$ cat config.mk
export PLATFORM = sky130hd
export DESIGN_NAME = vend_ctrl
export DESIGN_NICKNAME = d
export VERILOG_FILES = /design/src/rtl/vend_ctrl.sv
export SDC_FILE = /design/constraint.sdc
export NUM_CORES = 1
export LEC_CHECK = 0
export ABC_AREA = 1
export CAP_MARGIN = 20
export CORE_AREA = 2 2 59 61
export CTS_BUF_LIST = sky130_fd_sc_hd__clkbuf_16
export CTS_CLUSTER_SIZE = 28
export DETAILED_ROUTE_END_ITERATION = 6
export DIE_AREA = 0 0 61 63
export HOLD_SLACK_MARGIN = 0.08
export PLACE_DENSITY = 0.82
export SETUP_SLACK_MARGIN = 0.1
export SLEW_MARGIN = 20
export SYNTH_ARGS = -nofsm -noshare
export SYNTH_HDL_FRONTEND = slang
export SYNTH_SLANG_ARGS = --single-unit
$ cat constraint.sdc
create_clock -name clk -period 3.2 [get_ports clk]
set_input_delay 0.64 -clock clk [delete_from_list [all_inputs] [get_ports clk]]
set_output_delay 0.64 -clock clk [all_outputs]
set_load 0.005 [all_outputs]
$ cat src/rtl/vend_ctrl.sv
// Vending controller: coin credit, priced selection, dispense and change handshakes.
// Define VEND_TIMEOUT_EN to auto-refund credit after TIMEOUT_CYC idle cycles.
module vend_ctrl #(
  parameter int CASH_W = 7,
  parameter int N_DRINKS = 2,
  parameter int SEL_W = 1,
  parameter logic [N_DRINKS*CASH_W-1:0] PRICES = {7'd35, 7'd50},
  parameter int TIMEOUT_CYC = 1024
) (
  input  logic              clk,
  input  logic              rst_n,
  input  logic              coin_valid,
  input  logic [CASH_W-1:0] coin_val,
  input  logic              sel_valid,
  input  logic [SEL_W-1:0]  sel_id,
  input  logic              cancel,
  output logic              dispense_valid,
  output logic [SEL_W-1:0]  dispense_id,
  input  logic              dispense_ready,
  output logic              change_valid,
  output logic [CASH_W-1:0] change_amt,
  input  logic              change_ready,
  output logic [CASH_W-1:0] credit,
  output logic              cash_low,
  output logic              coin_reject,
  output logic              busy,
  output logic              timeout
);

  localparam logic [1:0] IDLE    = 2'd0;
  localparam logic [1:0] COLLECT = 2'd1;
  localparam logic [1:0] VEND    = 2'd2;
  localparam logic [1:0] CHANGE  = 2'd3;

  if (N_DRINKS < 2) begin : g_bad_n
    $error("N_DRINKS must be >= 2");
  end
  if ((1 << SEL_W) < N_DRINKS) begin : g_bad_sel
    $error("SEL_W too narrow for N_DRINKS");
  end
  if (TIMEOUT_CYC < 2) begin : g_bad_to
    $error("TIMEOUT_CYC must be >= 2");
  end

  logic [1:0]        state, state_d;
  logic [CASH_W-1:0] credit_d, change_amt_d, price;
  logic [SEL_W-1:0]  dispense_id_d;
  logic              dispense_valid_d, change_valid_d;
  logic              cash_low_d, coin_reject_d;
  logic              sel_ok, coin_ok, coin_acc;
  logic [CASH_W:0]   coin_sum;

`ifdef VEND_TIMEOUT_EN
  localparam int CNT_W = $clog2(TIMEOUT_CYC) + 1;
  logic [CNT_W-1:0] cnt, cnt_d;
  logic             timeout_d;
`endif

  always_comb begin
    price  = '0;
    sel_ok = 1'b0;
    for (int i = 0; i < N_DRINKS; i++) begin
      if (sel_id == SEL_W'(i)) begin
        price  = PRICES[i*CASH_W +: CASH_W];
        sel_ok = 1'b1;
      end
    end
  end

  // Overflow is judged one bit wider than the credit register
  assign coin_sum = {1'b0, credit} + {1'b0, coin_val};
  assign coin_ok  = !coin_sum[CASH_W];

  always_comb begin
    state_d          = state;
    credit_d         = credit;
    change_amt_d     = change_amt;
    dispense_id_d    = dispense_id;
    dispense_valid_d = dispense_valid;
    change_valid_d   = change_valid;
    cash_low_d       = 1'b0;
    coin_reject_d    = 1'b0;
    coin_acc         = 1'b0;
    unique case (state)
      IDLE, COLLECT: begin
        coin_reject_d = coin_valid & (cancel | sel_valid | !coin_ok);
        if (cancel) begin
          if (state == COLLECT) begin
            state_d        = CHANGE;
            change_valid_d = 1'b1;
            change_amt_d   = credit;
          end
        end else if (sel_valid) begin
          if (sel_ok && credit >= price) begin
            state_d          = VEND;
            dispense_valid_d = 1'b1;
            dispense_id_d    = sel_id;
            credit_d         = credit - price;
          end else if (sel_ok) begin
            cash_low_d = 1'b1;
          end
        end else if (coin_valid && coin_ok) begin
          coin_acc = 1'b1;
          credit_d = coin_sum[CASH_W-1:0];
          if (credit_d != '0) state_d = COLLECT;
        end
      end
      VEND: begin
        coin_reject_d = coin_valid;
        if (dispense_ready) begin
          dispense_valid_d = 1'b0;
          if (credit != '0) begin
            state_d        = CHANGE;
            change_valid_d = 1'b1;
            change_amt_d   = credit;
          end else begin
            state_d = IDLE;
          end
        end
      end
      CHANGE: begin
        coin_reject_d = coin_valid;
        if (change_ready) begin
          state_d        = IDLE;
          credit_d       = '0;
          change_valid_d = 1'b0;
        end
      end
      default: state_d = IDLE;
    endcase
`ifdef VEND_TIMEOUT_EN
    timeout_d = 1'b0;
    cnt_d     = '0;
    if (state == COLLECT && state_d == COLLECT && !coin_acc && !cash_low_d) begin
      if (cnt == CNT_W'(TIMEOUT_CYC - 1)) begin
        state_d        = CHANGE;
        change_valid_d = 1'b1;
        change_amt_d   = credit;
        timeout_d      = 1'b1;
      end else begin
        cnt_d = cnt + 1'b1;
      end
    end
`endif
  end

  always_ff @(posedge clk or negedge rst_n) begin
    if (!rst_n) begin
      state          <= IDLE;
      credit         <= '0;
      change_amt     <= '0;
      dispense_id    <= '0;
      dispense_valid <= 1'b0;
      change_valid   <= 1'b0;
      cash_low       <= 1'b0;
      coin_reject    <= 1'b0;
      busy           <= 1'b0;
    end else begin
      state          <= state_d;
      credit         <= credit_d;
      change_amt     <= change_amt_d;
      dispense_id    <= dispense_id_d;
      dispense_valid <= dispense_valid_d;
      change_valid   <= change_valid_d;
      cash_low       <= cash_low_d;
      coin_reject    <= coin_reject_d;
      busy           <= (state_d == VEND) || (state_d == CHANGE);
    end
  end

`ifdef VEND_TIMEOUT_EN
  always_ff @(posedge clk or negedge rst_n) begin
    if (!rst_n) begin
      cnt     <= '0;
      timeout <= 1'b0;
    end else begin
      cnt     <= cnt_d;
      timeout <= timeout_d;
    end
  end
`else
  assign timeout = 1'b0;
`endif

endmodule
==> results of run 1 <==
## kinds of logic after synthesis
family / synth area share
fa+ha+maj: 0.0885
buf+inv: 0.0938
mux: 0.00686
xor+xnor: 0.00534
other cells: 0.00229
compound gates: 0.145
simple gates: 0.323
flops: 0.336
## through the flow
stage          hold slack [ps]  instance area, um^2  cells
2_1_floorplan              344                 1640    232
3_3_place_gp               462                 2030    311
3_5_place_dp               471                 2030    311
4_1_cts                    487                 2110    315
5_1_grt                    528                 2110    315
6_report                   485                 2110    315
## cell type report
class                      count  area (um^2)  share of cell area
sequential                    22          551               0.261
inverter                      34          135              0.0639
clock buffer                   3         75.1              0.0355
clock inverter                 1         3.75             0.00178
tap                           46         57.6              0.0272
timing repair buffer          36          355               0.168
multi-input combinational    173          936               0.443
## flip-flops by register name, indices dropped and copies added (netlist names)
signal	cells
change_amt	7
credit	7
state	2
busy	1
cash_low	1
change_valid	1
coin_reject	1
dispense_id	1
dispense_valid	1
## where the power goes
part | total, mW | switching, mW | internal, mW | leakage [nW]
clock network | 0.265 | 0.0984 | 0.167 | 0.0385
logic | 1.25 | 0.703 | 0.545 | 0.731
registers | 0.524 | 0.124 | 0.400 | 0.274
total | 2.04 | 0.926 | 1.11 | 1.04
## Yosys cell counts
cell type,n,area [um^2]
inv_1,28,105
inv_8,1,11.3
dfrtp_1,22,551
inv_2,4,15.0
nand2_2,7,43.8
o21ai_0,4,20.0
a21oi_2,1,8.76
o21a_1,1,7.51
o21ai_1,13,65.1
nand3_2,2,20.0
mux2_1,1,11.3
nor3_1,1,5.00
nor2_1,19,71.3
xor2_1,1,8.76
ha_1,10,125
o311ai_0,1,8.76
a22oi_1,1,7.51
clkbuf_1,1,3.75
nand2_4,1,11.3
nand2_1,59,221
nor2_2,1,6.26
a31oi_1,1,6.26
nand4_1,5,31.3
fa_1,1,20.0
o22ai_1,1,6.26
buf_4,2,15.0
conb_1,1,3.75
or2_2,1,6.26
o21ai_2,4,35.0
nand3_1,21,105
a211oi_1,1,7.51
a21oi_1,13,65.1
clkinv_1,1,3.75
nand3b_1,1,7.51
## tightest hold or removal path, delay by kind of cell (launching register included)
family	cells	cell delay [ps]
flip-flops	1	340
AND/OR/NAND/NOR	2	100
## worst min path at each step
stage,startpoint,to,slack [ps]
final,change_valid,change_valid,480
after global routing,change_valid,change_valid,530
after global placement,change_valid,change_valid,460
after floorplan,rst_n,busy,340
after detailed placement,change_valid,change_valid,470
after CTS,change_valid,change_valid,490
## per-layer routing
layer  up-vias  GRT usage  wire length [um]
met3         6     0.0352               155
met1       720      0.312              1790
met2        49      0.341              1850
met4         0     0.0598                47
met5         -          0                 0
li1        840          -                 -
==> summary.md, run 1 <==
| Metric | Value |
|---|---|
| Initial antenna violation count | `0` |
| Worst hold stages | `2` |
| Worst Hold Class | `flop to flop` |
| Setup repair bufs after CTS | `0` |
| First-pass GRT wire length | `6450 um` |
| Row Count | `21` |
| Sum Neg Setup Slack | `0 ps` |
| CTS Buf Count | `3` |
| RSZ-0062 raised after global routing | `false` |
| Synth cell types | `34` |
| Mapped Cells | `232` |
| Critical Path End | `busy` |
| Worst-path fanout max | `2` |
| Clk slew on worst S/H paths | `60 ps` |
| Worst setup SP type | `input port` |
| Syn nets | `258` |
| Proportion of layout cells with a drive suffix above 1 | `0.100` |
| Max Buffers Root-to-Sink | `2` |
| # clock sinks | `22` |
| Slowest Stage Delay on Critical Path | `450 ps` |
| Die outline height | `63 um` |
| IO Count | `36` |
| Clock root buffer | `clkbuf_16` |
| Worst path required time | `3380 ps` |
| Commonest non-fill, non-tap cells in the layout | `nand2_1 (59), clkdlybuf4s50_1 (34), inv_1 (28)` |
| Diode count | `0` |
| R2R setup slack | `1100 ps` |
| Avg Cell Area, Syn | `7.07 um^2` |
| Slew Viols, Final | `0` |
| Worst setup path start | `coin_val[0]` |
| Post-layout nets | `296` |
| Die area | `0.00384 mm^2` |
| Core ar. | `0.00323 mm^2` |
| Worst path top cell family by delay | `simple AND/OR/NAND/NOR gates` |
| Drt initial violations | `59` |
| Pwr Density | `965 mW/mm^2` |
| Post-route ant nets | `0` |
| Fmax | `398 MHz` |
| H-tree levels | `1` |
| Largest net degree at the start of global routing | `23` |
| CTS tree | `yes` |
| Leakage power | `1.04 nW` |
| P&R area growth vs syn | `28.8%` |
| Initial DRT Pass Iterations | `4` |
| Slowest CP cell | `fa_1` |
| CP Buf/Inv Count | `1` |
| Worst slack, placed | `467 ps` |
| Cell area after synthesis | `0.00164 mm^2` |
| Die Wd | `61 um` |
| Cells along the critical path | `clkdlybuf4s50_1, ha_1, fa_1, or2_2, nor2_1, nand3_1, nor2_1, nand3_1, nand2_1, nand2_1, a21oi_1` |
| Reg2reg start | `credit[0]` |
| Total gr overflow | `0` |
| Commonest non-fill, non-tap cell in the layout | `nand2_1` |
| Final HPWL DP | `3010 um` |
| Initial Util | `0.508` |
| Levels on crit path | `11` |
| CP Data Arrival Time | `2690 ps` |
| GR Util All Layers | `0.219` |
| Max-cap violations | `0` |
| Final Core Density | `0.654` |
| Synth warn | `0` |
| Total vias in the final route | `1615` |
| Final Setup Violations | `0` |
| Period utilisation layout | `0.785` |
| Max Clock Skew | `4.27 ps` |
| PnR Total Power | `2.04 mW` |
| Vias in the first global route | `1438` |
| Number of synthesized register bits | `22` |
| Minimum clock period | `2510 ps` |
| Fill count | `290` |
| Worst-Skew Late Latency | `260 ps` |
| Worst setup margin | `687 ps` |
| R2R depth | `10` |
| Outcome | `completed` |
| DRC errors left | `0` |
| Via/cell ratio | `5.13` |
| FF-to-FF End | `busy` |
| Worst vdd ir | `479 uV` |
| Wirelength per Cell | `12.2 um` |
| Detailed-route wire length | `3850 um` |
| Seq/Total Area, Yosys | `0.336` |
| Routability congestion estimate | `0.887` |
| Critical Path Sink Type | `flop` |
| Critical path class | `input port to flop` |
| Endpoints failing hold | `0` |
| Cts repair resizes | `0` |
| # hold bufs at CTS | `0` |
| PortBufs | `34` |
Note: power is estimated with default switching activity, not from simulation.
==> run 2, diff against run 1 <==
Settings changed: CORE_AREA 2 2 59 61 to 2 2 63 65, DIE_AREA 0 0 61 63 to 0 0 65 67, PLACE_DENSITY 0.82 to 0.76.
Clock period 3.2 ns to 2.05 ns, I/O delays scaled along.
==> summary.md, run 2 (synthesis results as in run 1) <==
| Metric | Value |
|---|---|
| Period utilisation layout | `0.986` |
| CTS Buf Count | `3 (unchanged)` |
| FF-to-FF End | `state[0]` |
| Max Clock Skew | `4.27 ps (+0.00100 ps)` |
| Row Count | `22 (+4.8%)` |
| DRC errors left | `0 (unchanged)` |
| Proportion of layout cells with a drive suffix above 1 | `0.249 (+0.149)` |
| Worst setup path start | `coin_val[0]` |
| Final Setup Violations | `0 (unchanged)` |
| Initial DRT Pass Iterations | `4 (unchanged)` |
| Critical Path End | `state[0]` |
| Via/cell ratio | `5.19 (+1.2%)` |
| Worst path required time | `2200 ps (-1180 ps)` |
| Reg2reg start | `credit[0]` |
| Post-route ant nets | `0 (unchanged)` |
| Hold path start | `change_valid` |
| Sw Pwr | `1.65 mW (+79%)` |
| Routability congestion estimate | `0.905 (+2.1%)` |
| CP Data Arrival Time | `2170 ps (-520 ps)` |
| Total vias in the final route | `1770 (+9.6%)` |
| Clock network power share | `0.143 (+0.013)` |
| P&R area growth vs syn | `49.8%` |
| Total gr overflow | `0 (unchanged)` |
| Top flop regs | `change_amt (7), credit (7), state (2)` |
| Slew Viols, Final | `0 (unchanged)` |
| Worst vdd ir | `806 uV (+68%)` |
| Sw Ratio | `0.428 (-0.0264)` |
| Critical Path Sink Type | `flop` |
| Max-cap violations | `0 (unchanged)` |
| GR Util All Layers | `0.222 (+0.00220)` |
| Critical path class | `input port to flop` |
| Final HPWL DP | `3360 um (+12%)` |
| # hold bufs at CTS | `0 (unchanged)` |
| Max Buffers Root-to-Sink | `2 (unchanged)` |
| RSZ-0062 raised after global routing | `true` |
| Sequential share of power | `0.202 (-0.055)` |
| Multi-input gate area | `0.00106 mm^2 (+13%)` |
| Sum Neg Setup Slack | `0 ps (unchanged)` |
| Drt initial violations | `93 (+58%)` |
| Die Wd | `65 um (+6.6%)` |
| Worst-Skew Late Latency | `260 ps (about the same)` |
| Core ar. | `0.00361 mm^2 (+12%)` |
| Int Pwr | `2.21 mW (+99%)` |
| Seq. cell area | `552 um^2 (+0.23%)` |
| Combinational Power Share | `0.655 (+0.042)` |
| Wirelength per Cell | `13.1 um (+7.7%)` |
| Final Core Density | `0.681 (+0.0276)` |
| H-tree levels | `1 (unchanged)` |
| Endpoints failing hold | `0 (unchanged)` |
| Worst-path fanout max | `2 (unchanged)` |
| Hold_ws | `479 ps (-6.04 ps)` |
| Initial antenna violation count | `0 (unchanged)` |
| Worst setup SP type | `input port` |
| Commonest non-fill, non-tap cells in the layout | `nand2_1 (54), inv_1 (27), clkdlybuf4s50_1 (27)` |
| Clock root buffer | `clkbuf_16` |
| CTS tree | `yes` |
| First-pass GRT wire length | `7400 um (+15%)` |
| R2R depth | `11 (+1)` |
| Post-layout nets | `320 (+8.1%)` |
| PnR Total Power | `3.87 mW (+90%)` |
| Die area | `0.00436 mm^2 (+13%)` |
| Diode count | `0 (unchanged)` |
| Initial Util | `0.455 (-0.0527)` |
| Commonest non-fill, non-tap cell in the layout | `nand2_1` |
| Fill count | `293 (+1.0%)` |
| Vias in the first global route | `1594 (+11%)` |
| R2R setup slack | `40 ps (-1060 ps)` |
| PortBufs | `34 (unchanged)` |
| Pwr Density | `1570 mW/mm^2 (+63%)` |
| Die outline height | `67 um (+6.3%)` |
| Worst Hold Class | `flop to flop` |
| IO Count | `36 (unchanged)` |
| # clock sinks | `22 (unchanged)` |
| Clk slew on worst S/H paths | `60 ps (about the same)` |
| Outcome | `completed` |
| Largest net degree at the start of global routing | `23 (unchanged)` |
| Minimum clock period | `2020 ps` |
| Detailed-route wire length | `4480 um (+17%)` |
| Leakage power | `1.21 nW (+16%)` |
| Fmax | `495 MHz` |
run 2: changes by cell type in the layout (fill, tap and decap cells not counted), sizes merged:
cell           previous run  this run
buf                       2        26
bufinv                    0         1
clkdlybuf4s50            34        27
dlygate4sd2               0         3
dlymetal6s2s              0         4
inv                      33        32
run 2: critical path, cell delays in order:
cell and delay [ps]:
dlygate4sd2_1 230, ha_2 190, fa_1 480, or2_4 270, nor2_2 80, nand3_1 70, nor2_1 90, nand3_1 110
nand2_2 100, nand2_1 50, nand2_1 50, nand2_1 40
run 2: how the worst min path moves through the flow:
stage | to | slack, ps | cells after the start
global route | change_valid | 510 | 2
detailed placement | change_valid | 470 | 2
CTS | change_valid | 480 | 2
floorplan | busy | 110 | 0
global placement | change_valid | 460 | 2
finish | change_valid | 480 | 2
run 2: layout make-up:
cell class	instances	share of cell area
multi-input cells	173	0.431
flip-flops and latches	22	0.225
repair buffers	60	0.220
inverters	34	0.0570
clock buffers	3	0.0305
well taps	48	0.0244
clock inverters	1	0.0122
run 2: stage by stage:
step,cells,worst slack (ps),instance area [um^2]
final,341,28.2,2460
after global routing,341,-90.0,2460
after CTS,340,14.8,2340
after detailed placement,335,-491,2200
after global placement,335,-382,2200
after floorplan,232,114,1640
run 2: routing by layer:
layer  routed length [um]  up-vias  GRT usage
li1                     -      890          -
met4                   72        0     0.0479
met5                    0        -          0
met3                  297       10     0.0304
met2                 2220       69      0.366
met1                 1900      801      0.308
run 2: power groups by stage:
stage	combinational [mW]	sequential, mW	clock, mW
after floorplan	1.30	0.807	0
after global placement	2.24	0.766	0
after detailed placement	2.28	0.769	0
after CTS	2.34	0.763	0.553
after global routing	2.82	0.806	0.581
final	2.53	0.780	0.553
run 2: what timing repair did:
action / 4_1_cts / 5_1_grt
endpoints found under the setup margin: 10 / 9
pin swaps: 12 / 11
resized for setup: 9 / 23
setup buffers: 1 / 1
==> run 3, diff against run 2 <==
Settings changed: CAP_MARGIN 20 to default.
==> results of run 3 <==
The final DEF is identical to that of run 2; final timing and power are the same.
==> RTL edit (config.mk and constraints of run 3) <==
Change the parameter `CASH_W` from 7 to 8.
--- a/src/rtl/vend_ctrl.sv
+++ b/src/rtl/vend_ctrl.sv
@@ -1,7 +1,7 @@
 // Vending controller: coin credit, priced selection, dispense and change handshakes.
 // Define VEND_TIMEOUT_EN to auto-refund credit after TIMEOUT_CYC idle cycles.
 module vend_ctrl #(
-  parameter int CASH_W = 7,
+  parameter int CASH_W = 8,
   parameter int N_DRINKS = 2,
   parameter int SEL_W = 1,
   parameter logic [N_DRINKS*CASH_W-1:0] PRICES = {7'd35, 7'd50},
Interface: changed (resized change_amt, coin_val and credit); port bits go from 36 to 39. The function was not compared with the original's and may differ.
==> RTL edit against run 3 <==
- the run now ends with negative setup slack left
- maximum frequency decreased by 4.0%
- sequential share of layout area decreased by 2.2 points
- sequential power increased by 11%
- critical path depth decreased by 2
- routed wire length increased by 46%
- final area increased by 21%
- power increased by 21%
- setup slack got worse by 0.085 ns
- sequential cell count increased by 2
- area after synthesis increased by 16%
- first-iteration DRC count increased by 100%
- final cell count increased by 16%
- largest cell class unchanged
==> RTL edit: results <==
export IMPL_status="complete, but fails checks"
export IMPL_violations="negative setup slack"
export IMPL_avgSynthCellArea_sq_um=7.123
export IMPL_dr_max_layer_used="met4"
export IMPL_synthArstFlopShare=1.000
export IMPL_wl_met2_um=3427
export IMPL_gp_congestion=0.8919
export IMPL_grt_pass1_wl_um=8742
export IMPL_p_leak_nw=1.458
export IMPL_synth_common_cells="nand2_1 (79), inv_1 (39), dfrtp_1 (24)"
export IMPL_first_pass_iters=5
export IMPL_nFillCells=223
export IMPL_synth_fa_ha_area_frac=0.1000
export IMPL_reg_top3="change_amt x8, credit x8, state x2"
export IMPL_placed_cell_area_sq_mm=0.002522
export IMPL_grtUsageMet3=0.01520
export IMPL_first_iter_violations=188
export IMPL_rrSetupSlack_ns=-0.03
export IMPL_synth_nets=297
export IMPL_drive_above_1_share=0.3266
export IMPL_fin_skew_ns=0.006220
export IMPL_timing_rr_end="credit[1]$_DFFE_PN0P_"
export IMPL_synth_xor_area_share=0.01842
export IMPL_via_per_inst=5.642
export IMPL_irDropWorstVdd_mv=0.8214
export IMPL_ys_types=36
export IMPL_synth_area_mux_share=0
export IMPL_setup_viol=10
export IMPL_timing_final_ws_setup_ns=-0.05681
export IMPL_wl_met3_um=446
export IMPL_cp_max_fo=6
export IMPL_place_ws_ns=-0.5734
export IMPL_clk_pin_slew_ns=0.07
export IMPL_grt_usage=0.2606
export IMPL_synth_area_leaders="dfrtp_1 (32%), nand2_1 (16%), ha_1 (7.9%), inv_1 (7.7%), nand3_1 (5.5%)"
export IMPL_ys_seq_area_frac=0.3158
export IMPL_synth_compound_area_frac=0.1434
export IMPL_wl_um=6560
export IMPL_grt_met2_usage=0.4742
export IMPL_hold_slack_ns=0.4817
export IMPL_wire_per_inst_um=16.65
export IMPL_use_met1=0.3178
export IMPL_dp_cells=377
export IMPL_grt_pass1_vias=1972
export IMPL_cp_arrival_ns=2.25
export IMPL_post_dp_hpwl_um=3820
export IMPL_numPortBuffers=37
export IMPL_wl_met1_um=2488
export IMPL_grt_max_degree=25
-- RTL edit: changes by cell type after synthesis, sizes merged, moves of 2 or more --
cell    before  now
nand2       67   82
inv         33   40
buf          2    5
nor4         0    3
o211ai       0    3
a21oi       14   12
clkbuf       1    3
dfrtp       22   24
ha          10   12
nor2        20   18
xnor2        0    2
-- RTL edit: logic make-up (layout without fill, tap and decap cells) --
| group | count (synthesis) | after routing |
|---|---|---|
| xor+xnor | 4 | 4 |
| simple gates | 134 | 135 |
| flops | 24 | 24 |
| buf+inv | 48 | 126 |
| fa+ha+maj | 14 | 14 |
| other cells | 1 | 1 |
| compound gates | 42 | 42 |
-- RTL edit: area by class of cell --
cell class | instances | area share
clock inverter | 1 | 0.001266
clock buffer | 3 | 0.02532
inverter | 40 | 0.05148
multi-input combinational | 196 | 0.4544
sequential | 24 | 0.2030
timing repair buffer | 82 | 0.2443
tap | 48 | 0.02025
-- RTL edit: how the worst max path moves through the flow --
| stage | start | endpoint | slack, ns | cells past startpoint |
|---|---|---|---|---|
| floorplan | credit[0]$_DFFE_PN0P_ | credit[6]$_DFFE_PN0P_ | 0.11 | 12 |
| global placement | coin_val[0] | credit[6]$_DFFE_PN0P_ | -0.49 | 13 |
| detailed placement | coin_val[0] | credit[7]$_DFFE_PN0P_ | -0.57 | 14 |
| CTS | credit[0]$_DFFE_PN0P_ | state[0]$_DFF_PN0_ | 0.05 | 15 |
| global route | coin_val[6] | credit[4]$_DFFE_PN0P_ | -0.11 | 11 |
| finish | coin_val[6] | credit[1]$_DFFE_PN0P_ | -0.06 | 10 |
-- RTL edit: worst max-delay path: stages --
cell,delay (ns)
clkdlybuf4s50_1,0.44
ha_4,0.30
inv_1,0.07
nor3_2,0.26
nand3_2,0.12
nand4_1,0.19
nand3_4,0.15
nand2_8,0.12
buf_6,0.12
o21ai_2,0.06
-- RTL edit: power by group --
| part | switching [mW] | internal (mW) | total [mW] |
|---|---|---|---|
| clock network | 0.166 | 0.261 | 0.427 |
| logic | 1.78 | 1.61 | 3.40 |
| registers | 0.193 | 0.674 | 0.867 |
-- RTL edit: through the flow --
step,util,TNS [ns]
after floorplan,-,0
after global placement,0.6995,-5.965
after detailed placement,0.6995,-6.655
after CTS,0.7491,0
after global routing,0.8223,-0.9472
final,0.8223,-0.3644
-- RTL edit: repair_timing --
item / in CTS / in global routing
endpoints found under the setup margin: 14 / 13
pin swaps: 9 / 17
hold buffers: 0 / 0
gates resized for setup: 20 / 45
buffers inserted: 6 / 6
gates cloned: 1 / 0
hold endpoints to repair: 0 / 0
